===== src/rtl/input_conditioner_if.sv =====
// Raw button inputs and conditioned control outputs of input_conditioner.
// master = button/consumer side, slave = the conditioner itself.
interface input_conditioner_if;
    logic btn_mode;
    logic btn_swap;
    logic btn_sec_day;
    logic btn_min_month;
    logic btn_hour_year;
    logic display;
    logic swap_display;
    logic setup_second_day;
    logic setup_minute_month;
    logic setup_hour_year;
    logic blink_tick;
    logic blink_phase;

    modport master (
        output btn_mode, btn_swap, btn_sec_day, btn_min_month, btn_hour_year,
        input  display, swap_display, setup_second_day, setup_minute_month,
               setup_hour_year, blink_tick, blink_phase
    );

    modport slave (
        input  btn_mode, btn_swap, btn_sec_day, btn_min_month, btn_hour_year,
        output display, swap_display, setup_second_day, setup_minute_month,
               setup_hour_year, blink_tick, blink_phase
    );
endinterface


===== src/rtl/input_conditioner.sv =====
// Synchronises/debounces five buttons into mode levels, tick-held setup requests and a blink tick.
// Optional idle auto-exit from setup mode: define INPUT_COND_TIMEOUT_EN.
module input_conditioner #(
    parameter int unsigned DEBOUNCE_CYCLES   = 1_000_000,
    parameter int unsigned BLINK_TICK_CYCLES = 12_500_000
`ifdef INPUT_COND_TIMEOUT_EN
    ,
    parameter int unsigned TIMEOUT_TICKS     = 120
`endif
) (
    input  logic               clk,
    input  logic               rst_n,
    input_conditioner_if.slave bus
);
    localparam int unsigned    NBTN       = 5;
    localparam int unsigned    B_MODE     = 0;
    localparam int unsigned    B_SWAP     = 1;
    localparam int unsigned    B_FIELD0   = 2;
    localparam int unsigned    DCW        = $clog2(DEBOUNCE_CYCLES);
    localparam int unsigned    BCW        = $clog2(BLINK_TICK_CYCLES);
    localparam logic [DCW-1:0] DB_LAST    = DCW'(DEBOUNCE_CYCLES - 1);
    localparam logic [BCW-1:0] BLINK_LAST = BCW'(BLINK_TICK_CYCLES - 1);

    logic [NBTN-1:0] w_raw;
    logic [NBTN-1:0] r_sync1;
    logic [NBTN-1:0] r_sync2;
    logic [NBTN-1:0] r_stable;
    logic [DCW-1:0]  r_db_cnt [NBTN];
    logic [NBTN-1:0] w_press;

    logic [BCW-1:0]  r_blink_cnt;
    logic            w_blink_wrap;
    logic            r_tick;
    logic            r_phase;

    logic            r_display;
    logic            r_swap;
    logic            w_display_nxt;
    logic            w_display_fall;
    logic [2:0]      r_pending;
    logic [2:0]      w_pending_nxt;
    logic            w_timeout;

    assign w_raw = {bus.btn_hour_year, bus.btn_min_month, bus.btn_sec_day,
                    bus.btn_swap, bus.btn_mode};

    always_ff @(posedge clk or negedge rst_n) begin
        if (!rst_n) begin
            r_sync1  <= '0;
            r_sync2  <= '0;
            r_stable <= '0;
            for (int unsigned i = 0; i < NBTN; i++) begin
                r_db_cnt[i] <= '0;
            end
        end else begin
            r_sync1 <= w_raw;
            r_sync2 <= r_sync1;
            for (int unsigned i = 0; i < NBTN; i++) begin
                if (r_sync2[i] == r_stable[i]) begin
                    r_db_cnt[i] <= '0;
                end else if (r_db_cnt[i] == DB_LAST) begin
                    r_stable[i] <= r_sync2[i];
                    r_db_cnt[i] <= '0;
                end else begin
                    r_db_cnt[i] <= r_db_cnt[i] + DCW'(1);
                end
            end
        end
    end

    // Press is taken from the edge that raises stable, so consumers react on that same edge.
    always_comb begin
        for (int unsigned i = 0; i < NBTN; i++) begin
            w_press[i] = r_sync2[i] & ~r_stable[i] & (r_db_cnt[i] == DB_LAST);
        end
    end

    assign w_blink_wrap = (r_blink_cnt == BLINK_LAST);

    always_ff @(posedge clk or negedge rst_n) begin
        if (!rst_n) begin
            r_blink_cnt <= '0;
            r_tick      <= 1'b0;
            r_phase     <= 1'b0;
        end else begin
            r_tick <= w_blink_wrap;
            if (w_blink_wrap) begin
                r_blink_cnt <= '0;
                r_phase     <= ~r_phase;
            end else begin
                r_blink_cnt <= r_blink_cnt + BCW'(1);
            end
        end
    end

`ifdef INPUT_COND_TIMEOUT_EN
    localparam int unsigned    ICW        = $clog2(TIMEOUT_TICKS + 1);
    localparam logic [ICW-1:0] IDLE_LIMIT = ICW'(TIMEOUT_TICKS);

    logic [ICW-1:0] r_idle;

    assign w_timeout = (r_idle == IDLE_LIMIT);

    always_ff @(posedge clk or negedge rst_n) begin
        if (!rst_n) begin
            r_idle <= '0;
        end else if (!r_display || w_timeout || (|w_press)) begin
            r_idle <= '0;
        end else if (r_tick) begin
            r_idle <= r_idle + ICW'(1);
        end
    end
`else
    assign w_timeout = 1'b0;
`endif

    // Leaving setup beats a new press; a new press beats the tick that would clear it.
    always_comb begin
        w_display_nxt = r_display ^ w_press[B_MODE];
        if (w_timeout) begin
            w_display_nxt = 1'b0;
        end
        w_display_fall = r_display & ~w_display_nxt;
        w_pending_nxt  = r_pending;
        for (int unsigned f = 0; f < 3; f++) begin
            if (w_display_fall) begin
                w_pending_nxt[f] = 1'b0;
            end else if (w_press[B_FIELD0 + f]) begin
                w_pending_nxt[f] = 1'b1;
            end else if (r_tick) begin
                w_pending_nxt[f] = 1'b0;
            end
        end
    end

    always_ff @(posedge clk or negedge rst_n) begin
        if (!rst_n) begin
            r_display <= 1'b0;
            r_swap    <= 1'b0;
            r_pending <= '0;
        end else begin
            r_display <= w_display_nxt;
            r_swap    <= r_swap ^ w_press[B_SWAP];
            r_pending <= w_pending_nxt;
        end
    end

    assign bus.display            = r_display;
    assign bus.swap_display       = r_swap;
    assign bus.setup_second_day   = ~r_pending[0];
    assign bus.setup_minute_month = ~r_pending[1];
    assign bus.setup_hour_year    = ~r_pending[2];
    assign bus.blink_tick         = r_tick;
    assign bus.blink_phase        = r_phase;
endmodule


===== src/flat_wrapper.sv =====
// flat-port wrapper written by rule: the top's interface ports become plain ports
module input_conditioner_flat 
#(
    parameter int unsigned DEBOUNCE_CYCLES   = 1_000_000,
    parameter int unsigned BLINK_TICK_CYCLES = 12_500_000

)
  (clk, rst_n, bus_btn_mode, bus_btn_swap, bus_btn_sec_day, bus_btn_min_month, bus_btn_hour_year, bus_display, bus_swap_display, bus_setup_second_day, bus_setup_minute_month, bus_setup_hour_year, bus_blink_tick, bus_blink_phase);
  input_conditioner_if bus_i ();
  input  logic clk;
  input  logic rst_n;
  input wire logic [$bits(bus_i.btn_mode)-1:0] bus_btn_mode;
  input wire logic [$bits(bus_i.btn_swap)-1:0] bus_btn_swap;
  input wire logic [$bits(bus_i.btn_sec_day)-1:0] bus_btn_sec_day;
  input wire logic [$bits(bus_i.btn_min_month)-1:0] bus_btn_min_month;
  input wire logic [$bits(bus_i.btn_hour_year)-1:0] bus_btn_hour_year;
  output wire logic [$bits(bus_i.display)-1:0] bus_display;
  output wire logic [$bits(bus_i.swap_display)-1:0] bus_swap_display;
  output wire logic [$bits(bus_i.setup_second_day)-1:0] bus_setup_second_day;
  output wire logic [$bits(bus_i.setup_minute_month)-1:0] bus_setup_minute_month;
  output wire logic [$bits(bus_i.setup_hour_year)-1:0] bus_setup_hour_year;
  output wire logic [$bits(bus_i.blink_tick)-1:0] bus_blink_tick;
  output wire logic [$bits(bus_i.blink_phase)-1:0] bus_blink_phase;
  assign bus_i.btn_mode = bus_btn_mode;
  assign bus_i.btn_swap = bus_btn_swap;
  assign bus_i.btn_sec_day = bus_btn_sec_day;
  assign bus_i.btn_min_month = bus_btn_min_month;
  assign bus_i.btn_hour_year = bus_btn_hour_year;
  assign bus_display = bus_i.display;
  assign bus_swap_display = bus_i.swap_display;
  assign bus_setup_second_day = bus_i.setup_second_day;
  assign bus_setup_minute_month = bus_i.setup_minute_month;
  assign bus_setup_hour_year = bus_i.setup_hour_year;
  assign bus_blink_tick = bus_i.blink_tick;
  assign bus_blink_phase = bus_i.blink_phase;
  input_conditioner #(.DEBOUNCE_CYCLES(DEBOUNCE_CYCLES), .BLINK_TICK_CYCLES(BLINK_TICK_CYCLES)) u_core (.clk(clk), .rst_n(rst_n), .bus(bus_i));
endmodule

===== config.mk =====
export PLATFORM = sky130hd
export DESIGN_NAME = input_conditioner_flat
export DESIGN_NICKNAME = d
export VERILOG_FILES = /design/src/rtl/input_conditioner_if.sv /design/src/rtl/input_conditioner.sv /design/src/flat_wrapper.sv
export SDC_FILE = /design/constraint.sdc
export NUM_CORES = 1
export LEC_CHECK = 0
export CORE_UTILIZATION = 50
export CTS_BUF_LIST = sky130_fd_sc_hd__clkbuf_8
export CTS_CLUSTER_SIZE = 28
export DETAILED_ROUTE_END_ITERATION = 10
export PLACE_DENSITY_LB_ADDON = 0.12
export SETUP_SLACK_MARGIN = 0.15
export SLEW_MARGIN = 0
export SYNTH_ARGS = -nofsm -noshare
export SYNTH_HDL_FRONTEND = slang
export SYNTH_SLANG_ARGS = --single-unit

===== constraint.sdc =====
create_clock -name clk -period 2 [get_ports clk]
set_input_delay 0.5 -clock clk [delete_from_list [all_inputs] [get_ports clk]]
set_output_delay 0.5 -clock clk [all_outputs]
set_load 0.05 [all_outputs]

==> out/qor.txt <==
==================================================================================================
Outcome                                                                               finished, final reports clean
Number of failing setup endpoints in the final timing report                                     0
Max Slew Vio Count                                                                               0
# diodes                                                                                         0
Area share of the largest cell type after synthesis                                         0.5154
Type of origin of the critical path                                                       register
Worst min path class                                                                  register to register
Clock latency reported for the late side of the worst-skew pair                            0.46 ns
Final setup margin                                                                       0.1656 ns
Count of mapped cells out of synthesis                                                         720
Area contributors post-synth                                                          dfrtp_1 52%, xnor2_1 4.9%, nor2_1 4.6%
Category of the most critical setup path                                              register to register
Total negative setup slack                                                                    0 ns
Count of state elements after synthesis                                                        146
Crit-path cells                                                                       nand4_4, or4_4, or4_1, a21oi_1
Cell area after technology mapping                                                       7089 um^2
Post-route core utilization                                                                 0.5919
Unrepaired setup endpoints after global routing                                               true
Placed wire-length estimate after detailed placement                                       9635 um
Die footprint                                                                           14660 um^2
Placed insts                                                                                   924
# rows                                                                                          43
Via count of the first global-routing pass                                                    5164
Number of instances on the worst hold path                                                       0
Total of fill cells in the finished design                                                    1198
Net count reported at finish                                                                   799
Aggregate global-route resource usage                                                       0.2068
Number of DRC violations after detailed-routing iteration 0                                    291
DRC errors left                                                                                  0
Avg WL per Cell                                                                           14.59 um
Global placer's final weighted congestion                                                   0.8694
Top FF cell, synth                                                                         dfrtp_1
Number of buffers added on ports                                                                13
Power per unit of standard cell area                                                  657.0 nW/um^2
Mapped Nets                                                                                    739
Avg Cell Area, Syn                                                                      9.846 um^2
Total Wirelength                                                                          14180 um
Post-synth top area cell                                                                   dfrtp_1
Number of enable flip-flop cells after synthesis                                                 0
Maximum vdd drop                                                                         0.6824 mV
Hold slack                                                                               0.3536 ns
Via total after detailed routing                                                              5538
First-pass GRT wire length                                                                23760 um
Number of failing hold endpoints at the final stage                                              0
Number of H-tree levels                                                                          4
Placeable Area                                                                          13880 um^2
Setup Skew                                                                              0.01120 ns
Number of maximum-capacitance constraint violations                                              0
Count of non-filler cells in the finished layout                                               972
Clock transition time at the flip-flop clock pins of the worst setup and hold paths        0.07 ns
Fraction of layout cells with a size suffix above 1                                         0.1439
Final cycle utilization of the critical path                                                0.9172
Fraction of the yosys area taken by sequential cells                                        0.5154
Number of sinks on the clock net                                                               146
Crit path DAT                                                                              2.22 ns
Iteration count of the initial detailed-routing pass                                             5
GRT Residual Overflow                                                                            0
Critical path's slowest cell                                                                 or4_4
Async SR Flop Fraction                                                                       1.000
Leading post-synthesis cells by instance count                                        146 x dfrtp_1, 87 x nor2_1, 48 x nand3_1
Number of distinct library cells after synthesis                                                42
I/O pins                                                                                        14
Initial Utilization                                                                         0.5107
Clock Root Buffer                                                                         clkbuf_8
Chip width                                                                                121.1 um
Maximum fanout along the worst path                                                              6
Maximum number of pins on one net before global-route repair                                    45
Die outline height                                                                        121.1 um
Delay of the slowest critical-path stage                                                   0.58 ns
Placement Setup Slack                                                                    0.1169 ns
Number of buffers created by CTS                                                                17
Synth-to-Final Area Change                                                                  15.90%
Max Fclk                                                                                 545.1 MHz
Average via count per standard cell                                                          5.698
Synth warnings                                                                                   0
Critical Path RT                                                                           2.38 ns
Period minus WS final                                                                     1.834 ns
Worst slew margin relative to its limit                                                     0.6409
Maximum buffer depth of the clock tree                                                           2
Antenna Nets Post-Route                                                                          0
Kind of end point of the critical path                                                    register
Least-Margin Pin Slew                                                                    0.5338 ns
FF-to-FF path depth                                                                              4
Dominant cell by count in the synthesized netlist                                          dfrtp_1
Number of antenna violations at the first check in global routing                                0
Pleak                                                                                     3.416 nW
TritonCTS clock tree                                                                           yes
==================================================================================================
cells by family (layout without fill, tap and decap cells):
group                      count (synthesis)  in the layout  share of synthesized area
and+or+nand+nor                          349            349                     0.2690
muxes                                      5              5                   0.007942
xor gates and xnor gates                  76             76                    0.09389
DFF                                      146            146                     0.5154
AOI/OAI and AO/OA                         84             84                    0.06565
adders and majority gates                 12             12                    0.02118
buffers and inverters                     48            120                    0.02700
worst max-delay path, delay by kind of cell (launching register included):
kind,cells,cell delay (ns)
flops,1,0.42
compound gates,1,0.15
simple gates,3,1.19
placed cells by master (no fill, tap or decap), drive strengths merged, types with 17 or more instances in the layout:
master,n
or3,25
dfrtp,146
xnor2,40
nand3,48
nand2,45
o21ai,28
xor2,36
a21oi,41
nor3,17
nand4,32
nor2,87
clkbuf,22
inv,36
buf,52
nor4,19
final timing paths:
kind                                               startpoint                             to  slack, ns
worst max-delay path            u_core.r_db_cnt[25]$_DFF_PN0_  u_core.r_db_cnt[38]$_DFF_PN0_       0.17
max in group asynchronous                               rst_n  u_core.r_db_cnt[28]$_DFF_PN0_       0.87
worst min-delay path              u_core.r_sync1[2]$_DFF_PN0_    u_core.r_sync2[2]$_DFF_PN0_       0.35
min in group asynchronous                               rst_n  u_core.r_db_cnt[17]$_DFF_PN0_       0.53
worst min register to register    u_core.r_sync1[2]$_DFF_PN0_    u_core.r_sync2[2]$_DFF_PN0_       0.35
worst max register to register  u_core.r_db_cnt[25]$_DFF_PN0_  u_core.r_db_cnt[38]$_DFF_PN0_       0.17
through the flow:
step	total power (W)	area [um^2]
6_report	0.005399	8217
5_1_grt	0.005625	8217
4_1_cts	0.005461	8058
3_5_place_dp	0.003277	7616
3_3_place_gp	0.003270	7616
2_1_floorplan	0.003152	7104
layout make-up:
class / count / area, um^2 / area share
inverter: 31 / 116.4 / 0.01416
tap: 180 / 225.2 / 0.02741
clock buffer: 22 / 302.8 / 0.03685
sequential: 146 / 3659 / 0.4453
timing repair buffer: 58 / 499.2 / 0.06076
multi-input combinational: 526 / 3348 / 0.4075
clock inverter: 9 / 66.31 / 0.008071
routing by layer:
| metal | GRT usage | share of wire |
|---|---|---|
| met5 | 0 | 0 |
| met3 | 0.05357 | 0.030 |
| met4 | 0.06404 | 0.011 |
| met2 | 0.3404 | 0.50 |
| met1 | 0.2665 | 0.46 |
registers in the layout, indices dropped and copies added, names as in the netlist:
signal                   flops
u_core.r_blink_cnt          24
u_core.r_sync2               5
u_core.bus.swap_display      1
u_core.r_sync1               5
u_core.r_stable              5
u_core.r_pending             3
u_core.bus.display           1
u_core.r_db_cnt            100
u_core.bus.blink_phase       1
u_core.bus.blink_tick        1
where the power goes:
group          leakage, nW  switching, W  internal, W  total [W]
Clock                0.207       0.00106      0.00111    0.00217
Combinational         1.23      0.000130    0.0000802   0.000211
Sequential            1.98     0.0000321      0.00299    0.00302
repair_timing:
action	CTS	global route
resized for setup	6	22
hold endpoints to repair	36	0
buffers inserted	5	11
pin swaps	2	5
hold buffers	1	0
endpoints found under the setup margin	39	95
(Power assumes the default switching activity.)
